--- src/rtl/project_types.sv ---
// Shared register-file and operand-fetch types: register info/data, ALU ops,
// and the packed ID/EX output-register payload.
package project_types;

  localparam int REG_ADDR_W = 5;
  localparam int REG_DATA_W = 32;

  typedef logic [REG_ADDR_W-1:0] reg_addr_t;
  typedef logic [REG_DATA_W-1:0] reg_data_t;

  localparam logic REG_ENABLE = 1'b1;

  typedef struct packed {
    logic      en;
    reg_addr_t addr;
  } reg_info_t;

  typedef struct packed {
    logic      en;
    reg_addr_t addr;
    reg_data_t data;
  } reg_t;

  typedef enum logic [3:0] {
    ALU_ADD = 4'd0,
    ALU_SUB = 4'd1,
    ALU_AND = 4'd2,
    ALU_OR  = 4'd3,
    ALU_XOR = 4'd4,
    ALU_SLT = 4'd5,
    ALU_SLL = 4'd6,
    ALU_SRL = 4'd7
  } alu_op_t;

  // Payload of the ID/EX register; its valid bit travels separately.
  typedef struct packed {
    alu_op_t   op;
    logic [31:0] imm;
    reg_data_t src1;
    reg_data_t src2;
    reg_info_t dest;
    logic      is_load;
  } of_stage_t;

endpackage

--- src/rtl/i_fetch_rreg.sv ---
// Two-port register-file read interface; the register file bypasses WB itself.
interface i_fetch_rreg;
  import project_types::*;

  reg_info_t r1_info;
  reg_info_t r2_info;
  reg_data_t r1_data;
  reg_data_t r2_data;

  modport master (output r1_info, output r2_info, input r1_data, input r2_data);
  modport slave  (input r1_info, input r2_info, output r1_data, output r2_data);

endinterface

--- src/rtl/operand_mux.sv ---
// Per-operand source select and RAW hazard detection.
// OPERAND_FWD_EN: forward from EX/MEM and stall only on load-use; otherwise
// read the register file only and stall until the producer reaches WB.
module operand_mux
  import project_types::*;
(
  input  reg_info_t src,
  input  reg_t      ex_wreg,
  input  reg_t      mem_wreg,
  input  logic      ex_is_load,
  input  reg_info_t ex_dest,
  input  reg_data_t rf_data,
  output reg_data_t data,
  output logic      hazard
);

  logic src_live;
  logic ex_match;
  logic mem_match;

  // $0 and disabled sources never forward and never stall.
  assign src_live  = (src.en == REG_ENABLE) && (src.addr != '0);
  assign ex_match  = ex_dest.en && (ex_dest.addr == src.addr);
  assign mem_match = mem_wreg.en && (mem_wreg.addr == src.addr);

`ifdef OPERAND_FWD_EN
  always_comb begin
    data = rf_data;
    if (!src_live)
      data = '0;
    else if (ex_wreg.en && (ex_wreg.addr == src.addr) && !ex_is_load)
      data = ex_wreg.data;
    else if (mem_match)
      data = mem_wreg.data;
  end

  // Load data is not available until MEM, so a dependent op waits one cycle.
  assign hazard = src_live && ex_is_load && ex_match;
`else
  logic unused_fwd;

  assign data       = src_live ? rf_data : '0;
  assign hazard     = src_live && (ex_match || mem_match);
  assign unused_fwd = ^{ex_wreg, ex_is_load, mem_wreg.data};
`endif

endmodule

--- src/rtl/operand_fetch.sv ---
// Operand fetch: register-file read master, RAW resolution and ID/EX register.
// Forwarding is compiled in when OPERAND_FWD_EN is defined.
module operand_fetch
  import project_types::*;
#(
  parameter int STALL_CNT_W = 32
) (
  input  logic                   clk,
  input  logic                   rst,
  input  logic                   id_valid,
  output logic                   id_ready,
  input  reg_info_t              id_r1,
  input  reg_info_t              id_r2,
  input  reg_info_t              id_dest,
  input  logic                   id_is_load,
  input  alu_op_t                id_op,
  input  logic [31:0]            id_imm,
  i_fetch_rreg.master            read,
  input  reg_t                   ex_wreg,
  input  reg_t                   mem_wreg,
  input  logic                   flush,
  output logic                   of_valid,
  input  logic                   ex_ready,
  output alu_op_t                of_op,
  output logic [31:0]            of_imm,
  output reg_data_t              of_src1,
  output reg_data_t              of_src2,
  output reg_info_t              of_dest,
  output logic                   of_is_load,
  output logic [STALL_CNT_W-1:0] stall_cnt
);

  function automatic logic [STALL_CNT_W-1:0] sat_inc(input logic [STALL_CNT_W-1:0] v);
    return (&v) ? v : v + {{(STALL_CNT_W-1){1'b0}}, 1'b1};
  endfunction

  of_stage_t               of_p1;
  logic                    vld_p1;
  logic [STALL_CNT_W-1:0]  stall_cnt_p1;

  reg_data_t src1_sel;
  reg_data_t src2_sel;
  logic      hz1;
  logic      hz2;
  logic      hazard;
  logic      accept;
  logic      ex_is_load;
  reg_info_t ex_dest;

  assign read.r1_info = id_r1;
  assign read.r2_info = id_r2;

  // The output register is what EX is working on this cycle.
  assign ex_is_load = vld_p1 & of_p1.is_load;

  always_comb begin
    ex_dest      = of_p1.dest;
    ex_dest.en   = vld_p1 & of_p1.dest.en;
  end

  operand_mux u_mux_r1 (
    .src        (id_r1),
    .ex_wreg    (ex_wreg),
    .mem_wreg   (mem_wreg),
    .ex_is_load (ex_is_load),
    .ex_dest    (ex_dest),
    .rf_data    (read.r1_data),
    .data       (src1_sel),
    .hazard     (hz1)
  );

  operand_mux u_mux_r2 (
    .src        (id_r2),
    .ex_wreg    (ex_wreg),
    .mem_wreg   (mem_wreg),
    .ex_is_load (ex_is_load),
    .ex_dest    (ex_dest),
    .rf_data    (read.r2_data),
    .data       (src2_sel),
    .hazard     (hz2)
  );

  assign hazard = hz1 | hz2;

  // Flush wins: decode's current instruction is swallowed rather than stalled.
  assign id_ready = rst & (flush | (~hazard & (~vld_p1 | ex_ready)));
  assign accept   = id_valid & id_ready & ~flush;

  // ---- stage p1: ID/EX output register ----
  always_ff @(posedge clk or negedge rst) begin
    if (!rst)
      vld_p1 <= 1'b0;
    else if (flush)
      vld_p1 <= 1'b0;
    else if (accept)
      vld_p1 <= 1'b1;
    else if (ex_ready)
      vld_p1 <= 1'b0;
  end

  always_ff @(posedge clk or negedge rst) begin
    if (!rst) begin
      of_p1 <= '0;
    end else if (accept) begin
      of_p1.op      <= id_op;
      of_p1.imm     <= id_imm;
      of_p1.src1    <= src1_sel;
      of_p1.src2    <= src2_sel;
      of_p1.dest    <= id_dest;
      of_p1.is_load <= id_is_load;
    end
  end

  always_ff @(posedge clk or negedge rst) begin
    if (!rst)
      stall_cnt_p1 <= '0;
    else if (id_valid && !id_ready)
      stall_cnt_p1 <= sat_inc(stall_cnt_p1);
  end

  assign of_valid   = vld_p1;
  assign of_op      = of_p1.op;
  assign of_imm     = of_p1.imm;
  assign of_src1    = of_p1.src1;
  assign of_src2    = of_p1.src2;
  assign of_dest    = of_p1.dest;
  assign of_is_load = of_p1.is_load;
  assign stall_cnt  = stall_cnt_p1;

endmodule

--- src/flat_wrapper.sv ---
// flat-port wrapper written by rule: the top's interface ports become plain ports
module operand_fetch_flat import project_types::*;
#(
  parameter int STALL_CNT_W = 32
)
  (clk, rst, id_valid, id_ready, id_r1, id_r2, id_dest, id_is_load, id_op, id_imm, ex_wreg, mem_wreg, flush, of_valid, ex_ready, of_op, of_imm, of_src1, of_src2, of_dest, of_is_load, stall_cnt, read_r1_info, read_r2_info, read_r1_data, read_r2_data);
  i_fetch_rreg read_i ();
  input  logic clk;
  input  logic rst;
  input  logic id_valid;
  output logic id_ready;
  input  reg_info_t id_r1;
  input  reg_info_t id_r2;
  input  reg_info_t id_dest;
  input  logic id_is_load;
  input  alu_op_t id_op;
  input  logic [31:0] id_imm;
  input  reg_t ex_wreg;
  input  reg_t mem_wreg;
  input  logic flush;
  output logic of_valid;
  input  logic ex_ready;
  output alu_op_t of_op;
  output logic [31:0] of_imm;
  output reg_data_t of_src1;
  output reg_data_t of_src2;
  output reg_info_t of_dest;
  output logic of_is_load;
  output logic [STALL_CNT_W-1:0] stall_cnt;
  output wire logic [$bits(read_i.r1_info)-1:0] read_r1_info;
  output wire logic [$bits(read_i.r2_info)-1:0] read_r2_info;
  input wire logic [$bits(read_i.r1_data)-1:0] read_r1_data;
  input wire logic [$bits(read_i.r2_data)-1:0] read_r2_data;
  assign read_r1_info = read_i.r1_info;
  assign read_r2_info = read_i.r2_info;
  assign read_i.r1_data = read_r1_data;
  assign read_i.r2_data = read_r2_data;
  operand_fetch #(.STALL_CNT_W(STALL_CNT_W)) u_core (.clk(clk), .rst(rst), .id_valid(id_valid), .id_ready(id_ready), .id_r1(id_r1), .id_r2(id_r2), .id_dest(id_dest), .id_is_load(id_is_load), .id_op(id_op), .id_imm(id_imm), .read(read_i), .ex_wreg(ex_wreg), .mem_wreg(mem_wreg), .flush(flush), .of_valid(of_valid), .ex_ready(ex_ready), .of_op(of_op), .of_imm(of_imm), .of_src1(of_src1), .of_src2(of_src2), .of_dest(of_dest), .of_is_load(of_is_load), .stall_cnt(stall_cnt));
endmodule
--- config.mk ---
export PLATFORM = sky130hd
export DESIGN_NAME = operand_fetch_flat
export DESIGN_NICKNAME = d
export VERILOG_FILES = /design/src/rtl/project_types.sv /design/src/rtl/i_fetch_rreg.sv /design/src/rtl/operand_mux.sv /design/src/rtl/operand_fetch.sv /design/src/flat_wrapper.sv
export SDC_FILE = /design/constraint.sdc
export NUM_CORES = 1
export LEC_CHECK = 0
export BUFFER_PORTS_ARGS = -buffer_cell sky130_fd_sc_hd__buf_2
export CAP_MARGIN = 10
export CELL_PAD_IN_SITES_DETAIL_PLACEMENT = 1
export CELL_PAD_IN_SITES_GLOBAL_PLACEMENT = 2
export CORE_ASPECT_RATIO = 0.8
export CORE_UTILIZATION = 28
export CTS_CLUSTER_SIZE = 10
export DETAILED_ROUTE_END_ITERATION = 7
export PLACE_DENSITY_LB_ADDON = 0.1
export RECOVER_POWER = 100
export SETUP_SLACK_MARGIN = 0.4
export SLEW_MARGIN = 40
export SYNTH_ARGS = -nofsm -noshare
export SYNTH_HDL_FRONTEND = slang
export SYNTH_SLANG_ARGS = --single-unit
--- constraint.sdc ---
create_clock -name clk -period 4.91 [get_ports clk]
set_clock_uncertainty 0.2 [all_clocks]
set_input_delay 0.491 -clock clk [delete_from_list [all_inputs] [get_ports clk]]
set_output_delay 0.491 -clock clk [all_outputs]
set_load 0.1 [all_outputs]
# Word level (Yosys, flattened, before mapping)

Cells that the tools add are included.

Add/subtract/negate cells: 1
Equality and inequality tests: 4
Multiplexer cells: 5
Bitwise logic cells: 12
Reduce and logical (&&, ||, !) cells: 17

Operator list:

| operator                                      | count |
|---|---|
| two-way mux 32 bit                            | 2 |
| adder 32 x 1 -> 32 bit, second input constant | 1 |
| AND reduction 32 bit                          | 1 |
| equality test 5 bit                           | 4 |
| nonzero test 5 bit                            | 2 |
| logical AND 1 bit                             | 9 |
| AND 1 bit                                     | 5 |
| inverter 1 bit                                | 4 |
| two-way mux 1 bit                             | 3 |
| OR 1 bit                                      | 3 |
| nonzero test 3 bit                            | 1 |
| logical OR 1 bit                              | 2 |
| AND reduction 2 bit                           | 1 |
| logical NOT 1 bit                             | 1 |

Register bits: 140
Word-level logic and storage cells: 48

# Depth between registers and ports, before layout

Word-level depth: 13
Depth in mapped cells: 9
Depth with buffers taken out: 6

# Hierarchy

Synthesis repeated with hierarchy kept, for this count alone.

Cell total of the unflattened synthesis: 497
Area total of the unflattened synthesis: 6523.8 µm²

Modules (own cells, without submodules):

| module        | instances | cells each | area each (µm²) | sequential area each (µm²) |
|---|---|---|---|---|
| operand_fetch | 1         | 393        | 5672.9          | 3503.4 |
| operand_mux   | 2         | 52         | 425.4           | 0.0 |

# Worst setup path before layout

OpenSTA, ideal clock, no wires.

Path type: register -> output
Start: reg u_core.of_p1, in the netlist u_core.of_dest[4]
End: out id_ready
Arrival time: 3.098 ns
Data required time: 4.219 ns
Path slack: 1.121 ns
Stages on the path, launching flop included: 8
Path buffers: 2
Path through: dfrtp_1 xnor2_1 nand4_1 o22ai_1 a222oi_1 clkbuf_1 buf_2 o21a_1

Cells in the longest elaborated chain, start to end: 9
Elaborated cells on any way between the ends: 13
Those cells by class: 2 x eq/ne; 5 x bitwise; 6 x reduce/logical

Ends and longest elaborated chain:

| item                | line                | text |
|---|---|---|
| start, declared     | operand_fetch.sv:37 | `of_stage_t of_p1;` |
| equality test 5 bit | operand_mux.sv:23   | `assign ex_match = ex_dest.en && (ex_dest.addr == src.addr);` |
| logical AND 1 bit   | operand_mux.sv:23   |  |
| logical OR 1 bit    | operand_mux.sv:43   | `assign hazard = src_live && (ex_match \|\| mem_match);` |
| logical AND 1 bit   | operand_mux.sv:43   |  |
| OR 1 bit (*)        | operand_fetch.sv:83 | `assign hazard = hz1 \| hz2;` |
| inverter 1 bit (*)  | operand_fetch.sv:86 | `assign id_ready = rst & (flush \| (~hazard & (~vld_p1 \| ex_ready)));` |
| AND 1 bit (*)       | operand_fetch.sv:86 |  |
| OR 1 bit (*)        | operand_fetch.sv:86 |  |
| AND 1 bit (*)       | operand_fetch.sv:86 |  |
| end, declared       | flat_wrapper.sv:11  | `output logic id_ready;` |

Mark *: on every way between the ends. The rest lies on a longest branch, timed or not.

# Worst setup path after layout

Start: in rst
End: out id_ready

Cells in the longest elaborated chain, start to end: 1

Ends and longest elaborated chain:

| item            | line                | text |
|---|---|---|
| start, declared | flat_wrapper.sv:9   | `input logic rst;` |
| AND 1 bit       | operand_fetch.sv:86 |  |

No other way between the ends.

==> impl_metrics.prom <==
# TYPE chip_impl_metric gauge
chip_impl_info{name="outcome",value="complete, but fails checks"} 1
chip_impl_info{name="failing_checks",value="max-capacitance violations, max-slew violations"} 1
chip_impl_metric{name="finalCoreUtilization",unit=""} 0.377
chip_impl_metric{name="synth_largest_type_area_fraction",unit=""} 0.544
chip_impl_metric{name="synth.area.mux_share",unit=""} 0.176
chip_impl_info{name="grt_setup_unrepaired",value="false"} 1
chip_impl_metric{name="maxSlewViolCount",unit=""} 40
chip_impl_metric{name="hold_viol",unit=""} 0
chip_impl_metric{name="post_synth_and_or_nand_nor_area_fraction",unit=""} 0.0934
chip_impl_metric{name="drive_gt1_frac",unit=""} 0.233
chip_impl_info{name="cp_launch_type",value="primary input"} 1
chip_impl_metric{name="wire_length_of_the_first_global_routing_pass",unit="mm"} 30.3
chip_impl_metric{name="synth.lib_cells_used.distinct",unit=""} 30
chip_impl_info{name="r2r_end",value="u_core.stall_cnt[15]$_DFFE_PN0P_"} 1
chip_impl_info{name="timing.critical_path.to_type",value="output port"} 1
chip_impl_info{name="critPathLaunch",value="rst"} 1
chip_impl_metric{name="min_period",unit="ns"} 3.87
chip_impl_info{name="synth_flop_cell",value="sky130_fd_sc_hd__dfrtp_1"} 1
chip_impl_metric{name="dpl.hpwl",unit="mm"} 15.2
chip_impl_metric{name="final.setup.tns",unit="ns"} 0
chip_impl_metric{name="n_fill_cell",unit=""} 2653
chip_impl_info{name="reg2reg_from",value="u_core.stall_cnt[0]$_DFFE_PN0P_"} 1
chip_impl_metric{name="power",unit="µW"} 4970
chip_impl_metric{name="grt_pass1_vias",unit=""} 5327
chip_impl_metric{name="cp.required",unit="ns"} 4.22
chip_impl_metric{name="drtPass1Iterations",unit=""} 4
chip_impl_info{name="critical_path_class",value="primary input to output port"} 1
chip_impl_metric{name="rr_worst_depth",unit=""} 7
chip_impl_metric{name="netlist_instances",unit=""} 577
chip_impl_metric{name="synth-compound-area-share",unit=""} 0.0398
chip_impl_metric{name="avgViaCountPerCell",unit=""} 4.49
chip_impl_metric{name="synth_area",unit="µm²"} 6440
chip_impl_metric{name="grt_start_max_net_pins",unit=""} 79
chip_impl_metric{name="synth.yosys.warnings",unit=""} 0
chip_impl_metric{name="synth-edff-count",unit=""} 0
chip_impl_metric{name="ys_seq_elements",unit=""} 140
chip_impl_metric{name="sinks_on_the_clock_net",unit=""} 140
chip_impl_info{name="clock_tree.root_cell",value="sky130_fd_sc_hd__clkbuf_16"} 1
chip_impl_metric{name="clock_tree.buffer_depth",unit=""} 2
chip_impl_metric{name="remaining_drc_errors",unit=""} 0
chip_impl_metric{name="final-setup-viol-count",unit=""} 0
chip_impl_metric{name="power.density_cell_area",unit="nW/µm²"} 586
chip_impl_metric{name="clkSlewWorstSetupHoldPaths",unit="ns"} 0.06
chip_impl_metric{name="antenna_found_initial",unit=""} 3
chip_impl_metric{name="initialDrtViolationCount",unit=""} 171
chip_impl_metric{name="ctsHoldBuffers",unit=""} 1
chip_impl_metric{name="maximum_resistive_drop_on_vdd",unit="V"} 0.000443
chip_impl_info{name="yosysTopAreaCell",value="sky130_fd_sc_hd__dfrtp_1"} 1
chip_impl_metric{name="ant_nets",unit=""} 0
chip_impl_metric{name="numCtsBuffers",unit=""} 17
chip_impl_metric{name="area_growth",unit="%"} 31.6
chip_impl_metric{name="cp_max_fo",unit=""} 39
chip_impl_metric{name="synth.yosys.seq_area_share",unit=""} 0.544
chip_impl_metric{name="initial_core_util",unit=""} 0.286
chip_impl_metric{name="grt_use_total",unit=""} 0.171
chip_impl_info{name="cts_tree",value="done"} 1
chip_impl_metric{name="clk_latency",unit="ns"} 0.41
chip_impl_metric{name="finalNetCount",unit=""} 1048
chip_impl_metric{name="period_share",unit=""} 0.789
chip_impl_metric{name="tightestPinTransition",unit="ns"} 2.07
chip_impl_metric{name="synth_xor_area_frac",unit=""} 0.0693
chip_impl_metric{name="placement.io_buffers",unit=""} 282
chip_impl_info{name="dominant_combinational_cell_family_by_area_after_synthesis",value="multiplexers"} 1
chip_impl_metric{name="grt.overflow.total",unit=""} 0
chip_impl_metric{name="design.core.area",unit="µm²"} 22500
chip_impl_metric{name="postSynthNetCount",unit=""} 778
chip_impl_metric{name="leakage",unit="µW"} 0.00439
chip_impl_metric{name="die_area",unit="µm²"} 23600
chip_impl_metric{name="ys_async_sr_fraction",unit=""} 1.00
chip_impl_metric{name="cts_resized",unit=""} 0
chip_impl_metric{name="dieHeight",unit="µm"} 138
chip_impl_info{name="cp_capture_point",value="id_ready"} 1
chip_impl_metric{name="rrSetupSlack",unit="ns"} 2.01
chip_impl_metric{name="cts_htree_levels",unit=""} 4
chip_impl_metric{name="timing.fmax",unit="MHz"} 258
chip_impl_metric{name="worst_ep_arrival_time",unit="ns"} 3.18
chip_impl_metric{name="finalWirelength",unit="mm"} 20.5
chip_impl_info{name="hold_path_class",value="primary input to flop"} 1
chip_impl_metric{name="floorplan.die.width",unit="µm"} 172
chip_impl_metric{name="postCtsSetupRepairBufs",unit=""} 0
chip_impl_metric{name="placement_rows",unit=""} 49
chip_impl_metric{name="max-cap-violations",unit=""} 1
chip_impl_metric{name="avg_inst_size_synth",unit="µm²"} 11.2
chip_impl_info{name="ys_top_cells_by_area",value="sky130_fd_sc_hd__dfrtp_1 (54%), sky130_fd_sc_hd__mux2i_1 (9.9%), sky130_fd_sc_hd__mux2_2 (5.4%), sky130_fd_sc_hd__nand2_1 (4.7%), sky130_fd_sc_hd__xor2_1 (4.1%)"} 1
chip_impl_info{name="yosysMostFrequentCell",value="sky130_fd_sc_hd__dfrtp_1"} 1
chip_impl_metric{name="synth_fa_ha_area_frac",unit=""} 0.00194
chip_impl_info{name="synthTopCellsByCount",value="sky130_fd_sc_hd__dfrtp_1 (140), sky130_fd_sc_hd__nand2_1 (81), sky130_fd_sc_hd__inv_1 (67), sky130_fd_sc_hd__mux2i_1 (64), sky130_fd_sc_hd__mux2_2 (31)"} 1
chip_impl_metric{name="top_level_ports",unit=""} 353
chip_impl_metric{name="vias",unit=""} 5232
chip_impl_metric{name="max_slew_margin",unit=""} -0.380
chip_impl_metric{name="routedWlPerCell",unit="µm"} 17.6
chip_impl_metric{name="fin_worst_hold_slack",unit="ns"} 0.0819
chip_impl_metric{name="finalWeightedCongestion",unit=""} 0.767
[per-stage QoR]
stage	std cells	instance area, µm²	setup WS, ns
final	1166	8480	1.04
after global routing	1165	8480	0.695
after CTS	1165	8670	1.43
after detailed placement	1133	8080	1.45
after global placement	1133	8080	1.45
after floorplan	577	6440	1.12
[worst max-delay path, stage by stage]
cell and delay, ns:
sky130_fd_sc_hd__dlygate4sd3_1 0.53, sky130_fd_sc_hd__clkbuf_1 1.47, sky130_fd_sc_hd__o21a_1 0.25, sky130_fd_sc_hd__buf_2 0.42
[state kept, by name, summed over array words and instances (netlist names)]
register           flops
u_core.of_src2        32
u_core.of_dest         6
u_core.stall_cnt      32
u_core.of_is_load      1
u_core.of_op           4
u_core.of_imm         32
u_core.of_valid        1
u_core.of_src1        32
[layout make-up]
cell class | count | area (µm²) | area share
multi-input combinational | 329 | 2450 | 0.289
sequential | 140 | 3500 | 0.413
inverter | 67 | 251 | 0.0297
clock buffer | 18 | 439 | 0.0518
timing repair buffer | 292 | 1310 | 0.154
tap | 306 | 383 | 0.0452
antenna | 1 | 2.50 | 0.000295
clock inverter | 13 | 141 | 0.0167
[routing by layer]
layer  GRT usage  part of all wire  routed length (µm)  up-vias
li1            -                 -                   -     2442
met1       0.207              0.42                8650     2579
met2       0.282              0.48                9830      181
met3      0.0655             0.083                1700       24
met4      0.0486             0.012                 249        6
met5           0            0.0020                  41        -
[logic make-up (layout without fill, tap and decap cells)]
group,count (synthesis),in the layout
AOI/OAI and AO/OA,40,40
xor gates and xnor gates,51,51
adders and majority gates,1,1
buffers and inverters,108,390
DFF,140,140
muxes,108,108
other,0,1
and+or+nand+nor,129,129
[layout by cell type, fill, tap and decap left out, drive strengths merged]
cell and count:
xnor2 21, o22ai 2, nand4b 1, diode 1, nand4 17, dlygate4sd3 1, nand3 9, clkinv 6
clkbuf 172, clkinvlp 3, or2 1, a21oi 21, ha 1, o21a 3, and3 12, dfrtp 140
mux2 44, a21o 1, a211oi 5, nand2 81, nor3 1, and4 2, or4 2, buf 137
bufinv 2, inv 69, mux2i 64, xor2 30, a222oi 1, and2 3, a2111oi 6, a41oi 1
[where the power goes]
| group | internal [µW] | total (µW) | leakage [µW] | switching, µW |
|---|---|---|---|---|
| Combinational | 280 | 2180 | 0.00235 | 1900 |
| Clock | 762 | 1290 | 0.000279 | 525 |
| Sequential | 1360 | 1500 | 0.00176 | 141 |
[worst min path at each step]
stage,slack (ns),startpoint,depth (start not counted),endpoint
6_report,0.08,flush,2,u_core.of_valid$_DFFE_PN0P_
5_1_grt,0.07,id_imm[26],2,u_core.of_imm[26]$_DFFE_PN0P_
4_1_cts,0.06,flush,2,u_core.of_valid$_DFFE_PN0P_
3_5_place_dp,0.21,rst,1,u_core.stall_cnt[30]$_DFFE_PN0P_
3_3_place_gp,0.21,rst,1,u_core.stall_cnt[29]$_DFFE_PN0P_
2_1_floorplan,-0.005,rst,0,u_core.of_dest[0]$_DFFE_PN0P_
Note: power is estimated with default switching activity, not from simulation.
